--- config.mk ---
export PLATFORM = sky130hd
export DESIGN_NAME = mem_lsu
export DESIGN_NICKNAME = d
export VERILOG_FILES = /design/src/rtl/mem_lsu.sv
export SDC_FILE = /design/constraint.sdc
export NUM_CORES = 1
export LEC_CHECK = 0
export CAP_MARGIN = 20
export CELL_PAD_IN_SITES_DETAIL_PLACEMENT = 0
export CELL_PAD_IN_SITES_GLOBAL_PLACEMENT = 1
export CORE_MARGIN = 1
export CORE_UTILIZATION = 35
export CTS_CLUSTER_DIAMETER = 150
export CTS_CLUSTER_SIZE = 8
export DETAILED_ROUTE_END_ITERATION = 7
export GPL_TIMING_DRIVEN = 0
export PLACE_DENSITY = 0.89
export SETUP_SLACK_MARGIN = 0.1
export SLEW_MARGIN = 10
export SYNTH_ARGS = -nofsm -noshare
export SYNTH_HDL_FRONTEND = slang
export SYNTH_SLANG_ARGS = --single-unit
--- constraint.sdc ---
create_clock -name clk -period 7.7 [get_ports clk]
set_input_delay 0.77 -clock clk [delete_from_list [all_inputs] [get_ports clk]]
set_output_delay 0.77 -clock clk [all_outputs]
set_load 0.03 [all_outputs]
--- src/rtl/mem_lsu.sv ---
// Load/store unit between EX and the register file: ALU results pass straight
// through, and loads/stores go to DataMem over a ce/ack handshake with a bus timeout.
module mem_lsu #(
    parameter int DATA_W     = 32,
    parameter int ADDR_W     = 32,
    parameter int REG_ADDR_W = 5,
    parameter int TIMEOUT    = 15
) (
    input  logic                  clk,
    input  logic                  rst,
    input  logic                  req_valid,
    output logic                  req_ready,
    input  logic                  req_mem,
    input  logic                  req_wr,
    input  logic [1:0]            req_size,
    input  logic                  req_signed,
    input  logic [ADDR_W-1:0]     req_addr,
    input  logic [DATA_W-1:0]     req_wdata,
    input  logic [DATA_W-1:0]     req_alu_data,
    input  logic [REG_ADDR_W-1:0] req_rd_addr,
    input  logic                  req_rd_wr,
    output logic                  wb_we,
    output logic [REG_ADDR_W-1:0] wb_addr,
    output logic [DATA_W-1:0]     wb_data,
    output logic                  mem_ce,
    output logic                  mem_wr,
    output logic [ADDR_W-1:0]     mem_addr,
    output logic [DATA_W-1:0]     mem_wdata,
    output logic [DATA_W/8-1:0]   mem_be,
    input  logic [DATA_W-1:0]     mem_rdata,
    input  logic                  mem_ack,
    output logic                  stall,
    output logic                  exc_align,
    output logic                  exc_timeout
);
    localparam int NB    = DATA_W / 8;
    localparam int OFF   = $clog2(NB);
    localparam int CNT_W = (TIMEOUT > 1) ? $clog2(TIMEOUT) : 1;
    localparam logic [CNT_W-1:0] CNT_LAST = (TIMEOUT > 0) ? CNT_W'(TIMEOUT - 1) : '0;

    typedef enum logic {IDLE, ACCESS} state_t;

    state_t                state, stateNxt;
    logic [CNT_W-1:0]      cnt;
    logic [1:0]            lSize;
    logic                  lSigned;
    logic [OFF-1:0]        lLane;
    logic [REG_ADDR_W-1:0] lRdAddr;
    logic                  lRdWr;

    logic [OFF-1:0]        lane;
    logic                  aligned, accept, alignErr, passThru, ackDone, toExp;
    logic [NB-1:0]         beNxt;
    logic [DATA_W-1:0]     wdNxt;
    logic [DATA_W-1:0]     shifted, sizeMask, loadData;
    logic                  signBit;

    assign lane      = req_addr[OFF-1:0];
    assign req_ready = (state == IDLE);
    assign stall     = !req_ready;

    always_comb begin
        aligned = 1'b0;
        case (req_size)
            2'b00:   aligned = 1'b1;
            2'b01:   aligned = !lane[0];
            2'b10:   aligned = (lane == '0);
            default: aligned = 1'b0;
        endcase
    end

    // Byte lanes and replicated store data, so DataMem never needs to shift.
    always_comb begin
        beNxt = '1;
        wdNxt = req_wdata;
        if (req_size == 2'b00) begin
            beNxt = NB'(1) << lane;
            for (int i = 0; i < NB; i++) wdNxt[8*i +: 8] = req_wdata[7:0];
        end else if (req_size == 2'b01) begin
            beNxt = NB'(2'b11) << lane;
            for (int i = 0; i < NB; i++) wdNxt[8*i +: 8] = req_wdata[8*(i%2) +: 8];
        end
    end

    always_comb begin
        shifted  = mem_rdata >> {lLane, 3'b000};
        sizeMask = '1;
        signBit  = 1'b0;
        case (lSize)
            2'b00: begin sizeMask = DATA_W'(8'hFF);    signBit = shifted[7];  end
            2'b01: begin sizeMask = DATA_W'(16'hFFFF); signBit = shifted[15]; end
            default: ;
        endcase
        loadData = (shifted & sizeMask) | ((lSigned && signBit) ? ~sizeMask : '0);
    end

    always_comb begin
        stateNxt = state;
        passThru = (state == IDLE) && req_valid && !req_mem;
        accept   = (state == IDLE) && req_valid && req_mem && aligned;
        alignErr = (state == IDLE) && req_valid && req_mem && !aligned;
        ackDone  = (state == ACCESS) && mem_ack;
        // Ack in the last allowed cycle takes priority over the timeout.
        toExp    = (state == ACCESS) && !mem_ack && (TIMEOUT != 0) && (cnt == CNT_LAST);
        case (state)
            IDLE:    if (accept) stateNxt = ACCESS;
            ACCESS:  if (ackDone || toExp) stateNxt = IDLE;
            default: stateNxt = IDLE;
        endcase
    end

    always_ff @(posedge clk or posedge rst) begin
        if (rst) state <= IDLE;
        else     state <= stateNxt;
    end

    always_ff @(posedge clk or posedge rst) begin
        if (rst) begin
            cnt         <= '0;
            lSize       <= '0;
            lSigned     <= 1'b0;
            lLane       <= '0;
            lRdAddr     <= '0;
            lRdWr       <= 1'b0;
            wb_we       <= 1'b0;
            wb_addr     <= '0;
            wb_data     <= '0;
            mem_ce      <= 1'b0;
            mem_wr      <= 1'b0;
            mem_addr    <= '0;
            mem_wdata   <= '0;
            mem_be      <= '0;
            exc_align   <= 1'b0;
            exc_timeout <= 1'b0;
        end else begin
            wb_we       <= 1'b0;
            exc_align   <= alignErr;
            exc_timeout <= toExp;
            if (passThru) begin
                wb_we   <= req_rd_wr;
                wb_addr <= req_rd_addr;
                wb_data <= req_alu_data;
            end
            if (accept) begin
                mem_ce    <= 1'b1;
                mem_wr    <= req_wr;
                mem_addr  <= {req_addr[ADDR_W-1:OFF], {OFF{1'b0}}};
                mem_be    <= beNxt;
                mem_wdata <= wdNxt;
                cnt       <= '0;
                lSize     <= req_size;
                lSigned   <= req_signed;
                lLane     <= lane;
                lRdAddr   <= req_rd_addr;
                lRdWr     <= req_rd_wr;
            end
            if (ackDone) begin
                mem_ce <= 1'b0;
                if (!mem_wr) begin
                    wb_we   <= lRdWr;
                    wb_addr <= lRdAddr;
                    wb_data <= loadData;
                end
            end else if (toExp) begin
                mem_ce <= 1'b0;
            end else if (state == ACCESS) begin
                cnt <= cnt + 1'b1;
            end
        end
    end
endmodule

---- Word-level counts from Yosys, hierarchy flattened ----
Cells that the tools add are included.
word-level totals
  register bits after elaboration ......... 124
  output and inout bits ................... 112
cells by class
  reductions and logical operators ........ 18
  muxes and demuxes ....................... 27
  shift operators ......................... 3
  $add $sub $neg .......................... 1
  eq/ne operators ......................... 4
  bitwise gates (word level) .............. 4
operators by type and width
  kind                   number
  $mux W32               6
  $pmux W32 S2           1
  $and A32 B32 Y32       1
  $not A32 Y32           1
  $or A32 B32 Y32        1
  $shr A32 B5 Y32        1
  $mux W4                6
  $mux W5                3
  $logic_and A1 B1 Y1    9
  $mux W1                8
  $logic_not A2 Y1       3
  $add A4 B1 Y4 const B  1
  $eq A2 B1 Y1 const B   2
  $eq A4 B4 Y1 const B   1
  $logic_not A1 Y1       4
  $pmux W1 S2            2
  $shl A1 B2 Y4 const A  1
  $shl A2 B2 Y4 const A  1
  $pmux W1 S3            1
  $reduce_bool A3 Y1     1
  $eq A2 B2 Y1 const B   1
  $logic_or A1 B1 Y1     1
  $not A1 Y1             1

---- Longest topological paths before layout ----
  word-level depth ........................ 8
  mapped depth ............................ 8
  mapped depth without buffers ............ 6

---- Least setup slack after synthesis ----
No wires, ideal clock.
  path type ............................... in2reg
  start ................................... input req_addr[0]
  end ..................................... register mem_addr[2]
  buffers on the path ..................... 2
  arrival ................................. 2004 ps
  setup slack ............................. 5568 ps
  cell stages on the path ................. 7
  path through ............................ inv_1 > ha_1 > nand2b_1 > nand4_2 > buf_2 > buf_2 > mux2_1
between the ends
  cells in the longest elaborated chain, start to end .. 3
ends and longest elaborated chain
  element                                               line    source
  from (decl)                                           17      input logic [ADDR_W-1:0] req_addr,
  $logic_not A2 Y1 or $logic_not A1 Y1 (tied branches)  67, 66
  $pmux W1 S3 (*)                                       64      case (req_size)
  $logic_and A1 B1 Y1 (*)                               100     accept = (state == IDLE) && req_valid && req_mem && aligned;
  to (signal assigned)                                  147     mem_addr <= {req_addr[ADDR_W-1:OFF], {OFF{1'b0}}};
  to (decl)                                             27      output logic [ADDR_W-1:0] mem_addr,
Mark *: on every way between the ends. The rest lies on a longest branch, timed or not.
A chain may end at the register's enable or synchronous reset.

---- Worst setup path after layout ----
  start ................................... input req_addr[1]
  end ..................................... register mem_addr[5]
between the ends
  cells in the longest elaborated chain, start to end .. 3
ends and longest elaborated chain
  element              line  source
  $logic_not A2 Y1     67    2'b10: aligned = (lane == '0);
  $pmux W1 S3          64
  $logic_and A1 B1 Y1  100
Every way passes these cells.

==> metrics.txt <==
antenna violations before repair=1; run status=finished clean; cell breakdown of the critical path=clkdlybuf4s50_1 -> inv_1 -> ha_1 -> nand2b_1 -> nand4_2 -> buf_2 -> buf_2 -> mux2_1; half-perimeter wire length of the detailed placement result=14,800 um; sort of element at the end of the critical path=register; VDD IR max=0.168 mV; starting utilization of the core area=36.2%; H-tree depth=4; number of cells on the worst reg-to-reg path=5; Top FF cell, synth=sky130_fd_sc_hd__dfrtp_1; Sink Count=124; DR iter-0 viols=184; post-detailed-route via-to-cell ratio=5.07; number of optimization iterations in the first detailed-route pass=5; power density over cell area=301 nW/um^2; Clock transition at path regs=60 ps; count of cells along the worst hold path=2; static leakage power=3.95 nW; met2 track utilization from global routing=38.3%; Die Wd=133 um; vias in the first global route=5,570; Final setup viols=0; worst-path fanout max=10; Inserted Clock Buffers=17; type of the worst min-delay path=register to register; nets=960; hold-fix buffers at CTS=0; number of buffers on the longest clock path=2; register area share after synthesis=51.3%; met1 track demand over resource in global routing=27.0%; launch point of the worst hold path=lRdAddr[4]; antenna-violating nets left=0; buffers inserted during post-CTS setup optimization=0; core outline area=16,700 um^2; CP Data Required Time=8000 ps; post-synthesis async set-or-reset flop share=100%; mean post-synth cell area=11.2 um^2; max cap viols=0; type of the worst setup path=input port to register; flop-to-flop setup slack=5600 ps; number of warnings reported in the yosys synthesis log=0; final antenna diode count=0; global-route wire length before repair=30,900 um; TritonCTS clock tree=done; final weighted congestion in routability-driven placement=0.837; busiest grt layer=met2; Max Freq=379 MHz; arrival time at the worst endpoint=2930 ps; relative slew slack=27.8%; cell at the slowest stage of the critical path=sky130_fd_sc_hd__clkdlybuf4s50_1; num rows=47; detailed-route wire length per cell=18.9 um; latest clock arrival within the worst-skew pair=420 ps; EDFF count, synth=0; RSZ-0062 raised after global routing=false; endpoint of the lowest-slack register-to-register path=wb_data[29]; Final Skew=7.63 ps; worst setup timing slack at the placement stage=4600 ps; final slew viol count=0; post-route setup slack=5060 ps; launch point of the worst reg-to-reg path=stall; time the final worst path needs with I/O delays and setup=2640 ps; cell area after synthesis=6050 um^2; count of state elements after synthesis=124; die area=17,800 um^2; combined global-route utilization of all metal layers=22.8%; overall power=2.85 mW; count of input and output buffers=251; actual slew at the worst max-slew pin=1080 ps; critical path's largest stage delay=560 ps; total via count after detailed routing=5,281; critical path launch point type=input port; Final Hold Viols=0; vertical extent of the die=133 um; number of distinct standard cells referenced by the synthesized netlist=38; count of cells resized by post-cts repair=0; setup TNS=0 ps; Final period util=34.2%; synth-to-layout area growth=56.9%; proportion of layout cells with a drive suffix above 1=13.5%; io pins=255; aggregate global routing overflow=0; instance count of the mapped netlist=539; Min-Delay Endpoint=wb_addr[4]; maximum number of pins on one net before global-route repair=80; GRT met3 Usage=7.15%; total DRC errors in the routed layout=0; critical path's most frequent cell=sky130_fd_sc_hd__buf_2; final wirelength=19,700 um; Clock Root Buffer=sky130_fd_sc_hd__clkbuf_16
## sequential cells by signal (all words and copies together) (netlist names)
name         count
lSize            2
mem_wdata       32
mem_be           4
wb_addr          5
mem_wr           1
lSigned          1
lRdAddr          5
wb_data         32
lRdWr            1
stall            1
mem_ce           1
lLane            2
exc_align        1
cnt              4
wb_we            1
exc_timeout      1
mem_addr        30
## critical path, delay by kind of cell
| family | cells | cell delay [ps] |
|---|---|---|
| buffers and inverters | 4 | 1250 |
| adder cells (fa/ha/maj) | 1 | 210 |
| multiplexers | 1 | 350 |
| AND/OR/NAND/NOR | 2 | 360 |
## placed cells by master, fill, tap and decap left out, types with 10 or more instances in the layout
master,count
sky130_fd_sc_hd__mux2_1,14
sky130_fd_sc_hd__nor2b_1,20
sky130_fd_sc_hd__nor2_1,22
sky130_fd_sc_hd__dfrtp_1,124
sky130_fd_sc_hd__a21oi_1,10
sky130_fd_sc_hd__a211oi_1,26
sky130_fd_sc_hd__clkdlybuf4s50_1,251
sky130_fd_sc_hd__nand2_1,64
sky130_fd_sc_hd__mux2i_1,54
sky130_fd_sc_hd__clkbuf_1,12
sky130_fd_sc_hd__clkbuf_16,17
sky130_fd_sc_hd__mux2_2,49
sky130_fd_sc_hd__o21ai_0,46
sky130_fd_sc_hd__a31oi_1,16
sky130_fd_sc_hd__buf_2,18
## cell families after synthesis
family	Yosys count	share of synthesized area, %
AOI/OAI and AO/OA	121	12.5
adders and majority gates	6	1.24
and+or+nand+nor	121	9.17
DFF	124	51.3
buffers and inverters	47	4.22
other	1	0.0620
muxes	119	21.5
## through the flow
step,instances,hold slack [ps],cell area [um^2],utilization (%)
final,1042,474,9490,56.8
after global routing,1042,514,9490,56.8
after CTS,1042,479,9490,56.8
after global placement,1011,458,8840,52.9
after detailed placement,1012,466,8870,53.1
after floorplan,540,444,6050,-
## power breakdown
group	leakage, nW	total, mW	internal, mW	switching, mW
sequential	1.51	0.913	0.819	0.0941
combinational	2.14	1.09	0.491	0.601
clock	0.299	0.849	0.563	0.287
total	3.95	2.85	1.87	0.981
## worst max-delay path by stage
stage | from | end | slack, ps | depth (start not counted)
2_1_floorplan | rst | cnt[0] | 3630 | 1
3_3_place_gp | rst | mem_addr[17] | 1600 | 2
3_5_place_dp | req_addr[0] | mem_addr[5] | 4600 | 8
4_1_cts | req_addr[0] | mem_addr[5] | 5060 | 8
5_1_grt | req_addr[0] | mem_addr[5] | 4910 | 8
6_report | req_addr[1] | mem_addr[5] | 5060 | 8
## routing by layer
| metal | wire (um) | share of wire [%] | vias to the layer above |
|---|---|---|---|
| met4 | 469 | 2.4 | 2 |
| met5 | 10 | 0.051 | - |
| met3 | 1640 | 8.3 | 37 |
| met2 | 9640 | 49 | 226 |
| met1 | 7960 | 40 | 2551 |
| li1 | - | - | 2465 |
## layout make-up
type | instances | area (um^2)
Clock buffer | 23 | 478
Clock inverter | 7 | 138
Fill cell | 1470 | 7210
Sequential cell | 124 | 3100
Multi-Input combinational cell | 369 | 2690
Tap cell | 220 | 275
Inverter | 7 | 31.3
Buffer | 40 | 229
Timing Repair Buffer | 252 | 2540
## synth_stat cells, types with 6 or more instances
cell type                    n  area (um^2)
sky130_fd_sc_hd__ha_1        6         75.1
sky130_fd_sc_hd__inv_1       7         26.3
sky130_fd_sc_hd__o21ai_0    46          230
sky130_fd_sc_hd__a211oi_1   26          195
sky130_fd_sc_hd__buf_2      18         90.1
sky130_fd_sc_hd__nor2_1     22         82.6
sky130_fd_sc_hd__mux2_1     14          158
sky130_fd_sc_hd__a31oi_1    16          100
sky130_fd_sc_hd__mux2i_1    54          541
sky130_fd_sc_hd__nand3_1     6         30.0
sky130_fd_sc_hd__nand2_1    64          240
sky130_fd_sc_hd__mux2_2     49          552
sky130_fd_sc_hd__nor2b_1    20          125
sky130_fd_sc_hd__clkbuf_1    9         33.8
sky130_fd_sc_hd__a21oi_1    10         50.1
sky130_fd_sc_hd__o211ai_1    9         67.6
sky130_fd_sc_hd__dfrtp_1   124         3100
sky130_fd_sc_hd__o22ai_1     8         50.1
Note: power is estimated with default switching activity, not from simulation.
